<file path="config.mk">
export PLATFORM = sky130hd
export DESIGN_NAME = pawn_move_ctrl
export DESIGN_NICKNAME = d
export VERILOG_FILES = /design/src/rtl/pawn_move_ctrl.sv
export SDC_FILE = /design/constraint.sdc
export NUM_CORES = 1
export LEC_CHECK = 0
export BUFFER_PORTS_ARGS = -buffer_cell sky130_fd_sc_hd__buf_2
export CAP_MARGIN = 30
export CORE_MARGIN = 2
export CORE_UTILIZATION = 35
export CTS_CLUSTER_DIAMETER = 120
export DETAILED_ROUTE_END_ITERATION = 6
export PLACE_DENSITY = 0.59
export SLEW_MARGIN = 5
export SYNTH_ARGS = -nofsm -noshare
export SYNTH_HDL_FRONTEND = slang
export SYNTH_SLANG_ARGS = --single-unit
</file>
<file path="constraint.sdc">
create_clock -name clk -period 4.1 [get_ports clk]
set_input_delay 0.82 -clock clk [delete_from_list [all_inputs] [get_ports clk]]
set_output_delay 0.82 -clock clk [all_outputs]
set_load 0.02 [all_outputs]
</file>
<file path="src/rtl/pawn_move_ctrl.sv">
// pawn_move_ctrl: latches a pawn source, feeds the rule checker, judges the destination and tracks turn/move count.
module pawn_move_ctrl #(
    parameter int TIMEOUT = 1000
) (
    input  logic       clk,
    input  logic       reset,
    input  logic       sel_valid,
    input  logic [5:0] sel_pos,
    input  logic       piece_ok,
    output logic [5:0] chk_pos,
    output logic       chk_color,
    input  logic [2:0] chk_allow,
    output logic       move_valid,
    output logic [5:0] move_src,
    output logic [5:0] move_dst,
    output logic       move_err,
    output logic [1:0] err_code,
    output logic       turn,
    output logic [7:0] move_count,
    output logic       busy
);
    localparam int CW = $clog2(TIMEOUT);

    typedef enum logic [1:0] {IDLE, SRC, WAIT_DST, CHECK} state_t;

    state_t          state, next;
    logic [5:0]      src, dst;
    logic [2:0]      allow_q;
    logic [CW-1:0]   cnt;
    logic            expired, legal;
    logic signed [6:0] d;
    logic [2:0]      f;

    assign chk_pos   = src;
    assign chk_color = turn;
    assign expired   = cnt == CW'(TIMEOUT - 1);
    assign d         = 7'({1'b0, dst}) - 7'({1'b0, src});
    assign f         = src[2:0];

    // Pawn legality from the sampled checker result plus file-edge guards against board wrap.
    always_comb begin
        legal = turn ? ((d == -7'sd8  && allow_q[0]) ||
                        (d == -7'sd16 && allow_q[1]) ||
                        (d == -7'sd9  && allow_q[2] && f != 3'd0) ||
                        (d == -7'sd7  && allow_q[2] && f != 3'd7))
                     : ((d == 7'sd8   && allow_q[0]) ||
                        (d == 7'sd16  && allow_q[1]) ||
                        (d == 7'sd7   && allow_q[2] && f != 3'd0) ||
                        (d == 7'sd9   && allow_q[2] && f != 3'd7));
    end

    // State register.
    always_ff @(posedge clk) begin
        state <= !reset ? IDLE : next;
    end

    // Next-state selection; a strobe in WAIT_DST takes priority over the timeout.
    always_comb begin
        next = state;
        case (state)
            IDLE:     next = (sel_valid && piece_ok) ? SRC : IDLE;
            SRC:      next = WAIT_DST;
            WAIT_DST: next = sel_valid ? ((sel_pos == src) ? IDLE : CHECK) : (expired ? IDLE : WAIT_DST);
            default:  next = IDLE;
        endcase
    end

    // Datapath registers and registered output pulses.
    always_ff @(posedge clk) begin
        if (!reset) begin
            src        <= '0;
            dst        <= '0;
            allow_q    <= '0;
            cnt        <= '0;
            move_valid <= 1'b0;
            move_err   <= 1'b0;
            err_code   <= 2'b00;
            move_src   <= '0;
            move_dst   <= '0;
            turn       <= 1'b0;
            move_count <= '0;
            busy       <= 1'b0;
        end else begin
            move_valid <= 1'b0;
            move_err   <= 1'b0;
            busy       <= next != IDLE;
            case (state)
                IDLE: begin
                    if (sel_valid && piece_ok) src <= sel_pos;
                    if (sel_valid && !piece_ok) begin
                        move_err <= 1'b1;
                        err_code <= 2'b11;
                    end
                end
                SRC: begin
                    allow_q <= chk_allow;
                    cnt     <= '0;
                end
                WAIT_DST: begin
                    if (sel_valid) begin
                        if (sel_pos != src) dst <= sel_pos;
                    end else if (expired) begin
                        move_err <= 1'b1;
                        err_code <= 2'b10;
                    end else begin
                        cnt <= cnt + CW'(1);
                    end
                end
                default: begin
                    if (legal) begin
                        move_valid <= 1'b1;
                        move_src   <= src;
                        move_dst   <= dst;
                        turn       <= ~turn;
                        move_count <= move_count + 8'd1;
                    end else begin
                        move_err <= 1'b1;
                        err_code <= 2'b01;
                    end
                end
            endcase
        end
    end
endmodule

</file>
* Word-level counts from Yosys, hierarchy flattened
Cells that the tools add are included.
** Cells by class
- $add $sub $neg :: 3
- Equal/unequal tests :: 19
- Mux-type cells :: 20
- Bitwise gates (word level) :: 4
- Reductions and logical operators :: 32
** Operators by type and width (count)
- equality test 7 x 5 -> 1 bit (second input constant) :: 4
- equality test 7 x 4 -> 1 bit (second input constant) :: 3
- two-way mux 10 bit :: 2
- case mux 10 bit (2 select lines) :: 1
- logical AND 1 bit :: 14
- two-way mux 2 bit :: 7
- case mux 2 bit (3 select lines) :: 2
- adder 10 x 1 -> 10 bit (second input constant) :: 1
- equality test 10 bit (second input constant) :: 1
- adder 8 x 1 -> 8 bit (second input constant) :: 1
- != test 2 bit (second input constant) :: 4
- equality test 7 x 6 -> 1 bit (second input constant) :: 1
- two-way mux 1 bit :: 7
- subtractor 6 x 6 -> 7 bit :: 1
- equality test 6 bit :: 1
- logical OR 1 bit :: 6
- != test 6 bit :: 1
- AND reduction 3 bit :: 2
- AND reduction 5 bit :: 1
- inverter 1 bit :: 4
- AND reduction 2 bit :: 2
- nonzero test 2 bit :: 2
- OR reduction 4 bit :: 1
- != test 3 x 1 -> 1 bit (second input constant) :: 1
- 8 further kinds :: 8
** Storage, ports and cells
- Register bits after elaboration :: 53
- Bits of input ports :: 13
- Output and inout port bits :: 33

* Logic depth before layout (Yosys ltp)
- Depth in word-level cells :: 9
- Gate-level depth with buffers :: 13
- Mapped depth without buffers :: 11

* Worst setup path after synthesis
Ideal clock, no wire load.
- Path type :: reg-to-reg
- From :: register src[0], in the netlist chk_pos[0]
- To :: register move_src[0]
- Data arrival time :: 2.932 ns
- Required time :: 4.028 ns
- Setup slack :: 1.096 ns
- Stages on the path, launching flop included :: 13
- Path buffers :: 2
- Period minus slack after synthesis :: 3.004 ns
- Cell sequence :: dfxtp_1 > ha_1 > inv_1 > fa_1 > xnor2_1 > nor2b_1 > nand2_1 > a2111oi_4 > nand2_2 > o21bai_2 > buf_6 > buf_12 > mux2i_1
** On the way
- Longest elaborated chain between the ends :: 8
- Elaborated cells between the ends (all ways) :: 31
** Ends and longest elaborated chain
- start, declared :: line 27 : logic [5:0] src, dst;
- start signal, assigned :: line 89 : if (sel_valid && piece_ok) src <= sel_pos;
- subtractor 6 x 6 -> 7 bit :: line 37 : assign d = 7'({1'b0, dst}) - 7'({1'b0, src});
- equality test 7 x 5 -> 1 bit, or another cell as far along :: line 46 : : ((d == 7'sd8 && allow_q[0]) ||
- logical AND 1 bit, or another cell as far along :: line 46
- logical OR 1 bit, or another cell as far along :: line 46
- logical OR 1 bit (on tied branches) :: line 47, 43
- logical OR 1 bit (on tied branches) :: line 48, 44
- two-way mux 1 bit :: line 42 : legal = turn ? ((d == -7'sd8 && allow_q[0]) ||
- AND reduction 2 bit (no line)
- end signal, assigned :: line 112 : move_src <= src;
- end, declared :: line 14 : output logic [5:0] move_src,
Several ways; a longest one is shown, not always the timed one.
A chain may end at the register's enable or synchronous reset.

* Worst setup path in the final report
- From :: register src[2], in the netlist chk_pos[2]
- To :: register move_dst[1]
** On the way
- Longest elaborated chain between the ends :: 8
- Elaborated cells between the ends (all ways) :: 31
** Ends and longest elaborated chain
- subtractor 6 x 6 -> 7 bit :: line 37
- equality test 7 x 5 -> 1 bit, or another cell as far along :: line 46
- logical AND 1 bit, or another cell as far along :: line 46
- logical OR 1 bit, or another cell as far along :: line 46
- logical OR 1 bit (on tied branches) :: line 47, 43
- logical OR 1 bit (on tied branches) :: line 48, 44
- two-way mux 1 bit (*) :: line 42
- AND reduction 2 bit (no line) (*)
- end signal, assigned :: line 113 : move_dst <= dst;
- end, declared :: line 15 : output logic [5:0] move_dst,
Mark *: on every way between the ends. The rest lies on a longest branch, timed or not.

==> run metrics <==
CP most frequent cell=mux2i_1; initial antenna violation count=0; TNS Setup=0 ns; GRT Util Overall=14.7%; vias in the first global route=2168; Die Area=8830 µm²; HP Class=flop to flop; Fin. Hold Viols=0; Place WS=0.861 ns; clock buffer depth=2; yosys warns=0; Mean Syn Cell Area=8.51 µm²; CTS buffer count=5; Placer Congestion=0.805; first-pass GRT wire length=10.5 mm; Crit path largest cell delay=0.45 ns; post-route minimum period=3.31 ns; Clock Pin Slew Worst Setup and Hold Paths=0.10 ns; Sink Count=53; CP Class=flop to flop; Slew headroom=49.7%; CTS Root Cell=clkbuf_8; Die X=94.0 µm; Hold-fix buffers, CTS=0; 1st-iter DRT viols=114; Max-cap violations=0; post-synth top area share=37.4%; Post-Route WL=6.27 mm; ranking of synthesized cells by area=dfxtp_1 (37%), mux2i_1 (9.5%), nand2_1 (7.3%); peak supply drop=0.151 mV; Initial Util=36.5%; Post-Layout Inst Area=3220 µm²; crit path cell chain=inv_1 > ha_1 > and3b_1 > o21ai_1 > mux2i_1 > nand2_1 > nor4_1 > o21bai_2 > buf_4 > mux2i_1; post-synthesis register bit count=53; core area=7770 µm²; postcts setup bufs=0; PortBufs=45; post-CTS sizing=0; Startpoint Class=flop; Vias=2411; Slowest-stage cell, CP=dfxtp_1; WL/cell=13.2 µm; critical path data required time=4.34 ns; Syn Nets=355; Min Hold Slack=0.454 ns; sequential share of the synthesized area=37.4%; placed instance area=3130 µm²; nets=396; Die Ht=94.0 µm; Syn-to-layout area delta=13.7%; antenna cells=0; RSZ-0062 raised after global routing=no; Top Ports=46; gr ovfl total=0; Final period util=80.7%; status=finished clean; Pwr Density=311 nW/µm²; DR pass1 iterations=4; WP data arrival=3.55 ns; Netlist cell types=54; DRC Markers=0; CP bufs+invs=2; Setup Viol. Count Final=0; Post-DRT Antenna Nets=0; htree depth=2; actual transition at the worst max-transition pin=0.749 ns; FF-to-FF setup slack=0.79 ns; family with the most delay on the worst path=simple AND/OR/NAND/NOR gates; cell taking the most area after synthesis=dfxtp_1; worst setup margin=0.790 ns; largest net degree at the start of global routing=46; Leak=1.27 nW; area of the mapped netlist=2830 µm²; post-synthesis async set-or-reset flop share=0%; hpwl dp=4.74 mm; layout cells sized above 1=18.7%; Synth Instances=333; Rows=32; f_max=0.302 GHz; CP endpoint kind=flop; Post-synth EDFFs=0; DR vias/cell=5.05; final slew viol count=0; CP max FO=15; Main synth FF type=dfxtp_1; CTS tree=built; clk_lat worst skew=0.31 ns; Clock Skew=0.0121 ns
==> tightest hold or removal path, stage by stage, from the launching register on <==
cell	delay [ns]
dfxtp_1	0.32
nand2_1	0.05
a21oi_1	0.05
==> report_power, final <==
group	internal, W	total, W	switching [W]	leakage (nW)
sequential	0.000525	0.000537	0.0000115	0.429
combinational	0.0000629	0.000175	0.000112	0.793
clock	0.000118	0.000289	0.000170	0.0439
total	0.000707	0.00100	0.000294	1.27
==> logic make-up (layout without fill, tap and decap cells) <==
group | Yosys count | after routing | synth area share, %
compound gates | 44 | 44 | 12.2
xor+xnor | 15 | 15 | 4.64
fa+ha+maj | 9 | 9 | 4.24
buf+inv | 25 | 67 | 4.42
flops | 53 | 53 | 37.4
mux | 27 | 27 | 9.54
simple gates | 160 | 160 | 27.5
==> cells in the final DEF, fill, tap and decap left out, types with 10 or more instances in the layout <==
cell     count
a21oi_1     13
nand3_1     14
mux2i_1     27
nand2_1     55
buf_2       45
inv_1       10
nand4_1     10
nor2_1      34
dfxtp_1     53
xor2_1      10
==> Yosys cell counts, types with 6 or more instances <==
library cell  count
nand2_1          55
dfxtp_1          53
nor2_1           34
mux2i_1          27
nand3_1          14
a21oi_1          13
inv_1            10
nand4_1          10
xor2_1           10
clkbuf_1          9
nand2b_1          9
ha_1              8
nor2b_1           6
nor3_1            6
==> routing by layer <==
metal	track usage, %	part of all wire (%)	up-vias
met2	24.0	47	46
met5	0	0	-
met1	20.0	48	1117
met4	3.99	1.2	0
met3	2.73	4.1	5
li1	-	-	1243
==> final timing paths <==
kind / from / to / cells past startpoint
min reg2reg: allow_q[1] / allow_q[1] / 2
max: chk_pos[2] / move_dst[1] / 10
max reg2reg: chk_pos[2] / move_dst[1] / 10
min: allow_q[1] / allow_q[1] / 2
==> flip-flops by register name (all words and copies together), names as in the netlist <==
| name | flops |
|---|---|
| cnt | 10 |
| move_valid | 1 |
| move_err | 1 |
| move_dst | 6 |
| busy | 1 |
| dst | 6 |
| chk_pos | 6 |
| err_code | 2 |
| chk_color | 1 |
| allow_q | 3 |
| move_src | 6 |
| state | 2 |
| move_count | 8 |
==> final cells by class <==
type | instances | area, µm²
flip-flops and latches | 53 | 1060
repair buffers | 49 | 255
clock inverters | 3 | 17.5
inverters | 10 | 37.5
clock buffers | 5 | 68.8
fillers | 815 | 4550
multi-input cells | 255 | 1650
well taps | 102 | 128
==> metrics by stage <==
stage / cells / total power [W] / util [%]
after detailed placement: 468 / 0.000723 / 40.3
after global placement: 467 / 0.000719 / 40.2
after CTS: 476 / 0.00101 / 41.4
after global routing: 477 / 0.00105 / 41.5
after floorplan: 333 / 0.000680 / -
final: 477 / 0.00100 / 41.5
No activity file was read; power rests on OpenSTA's default activity.
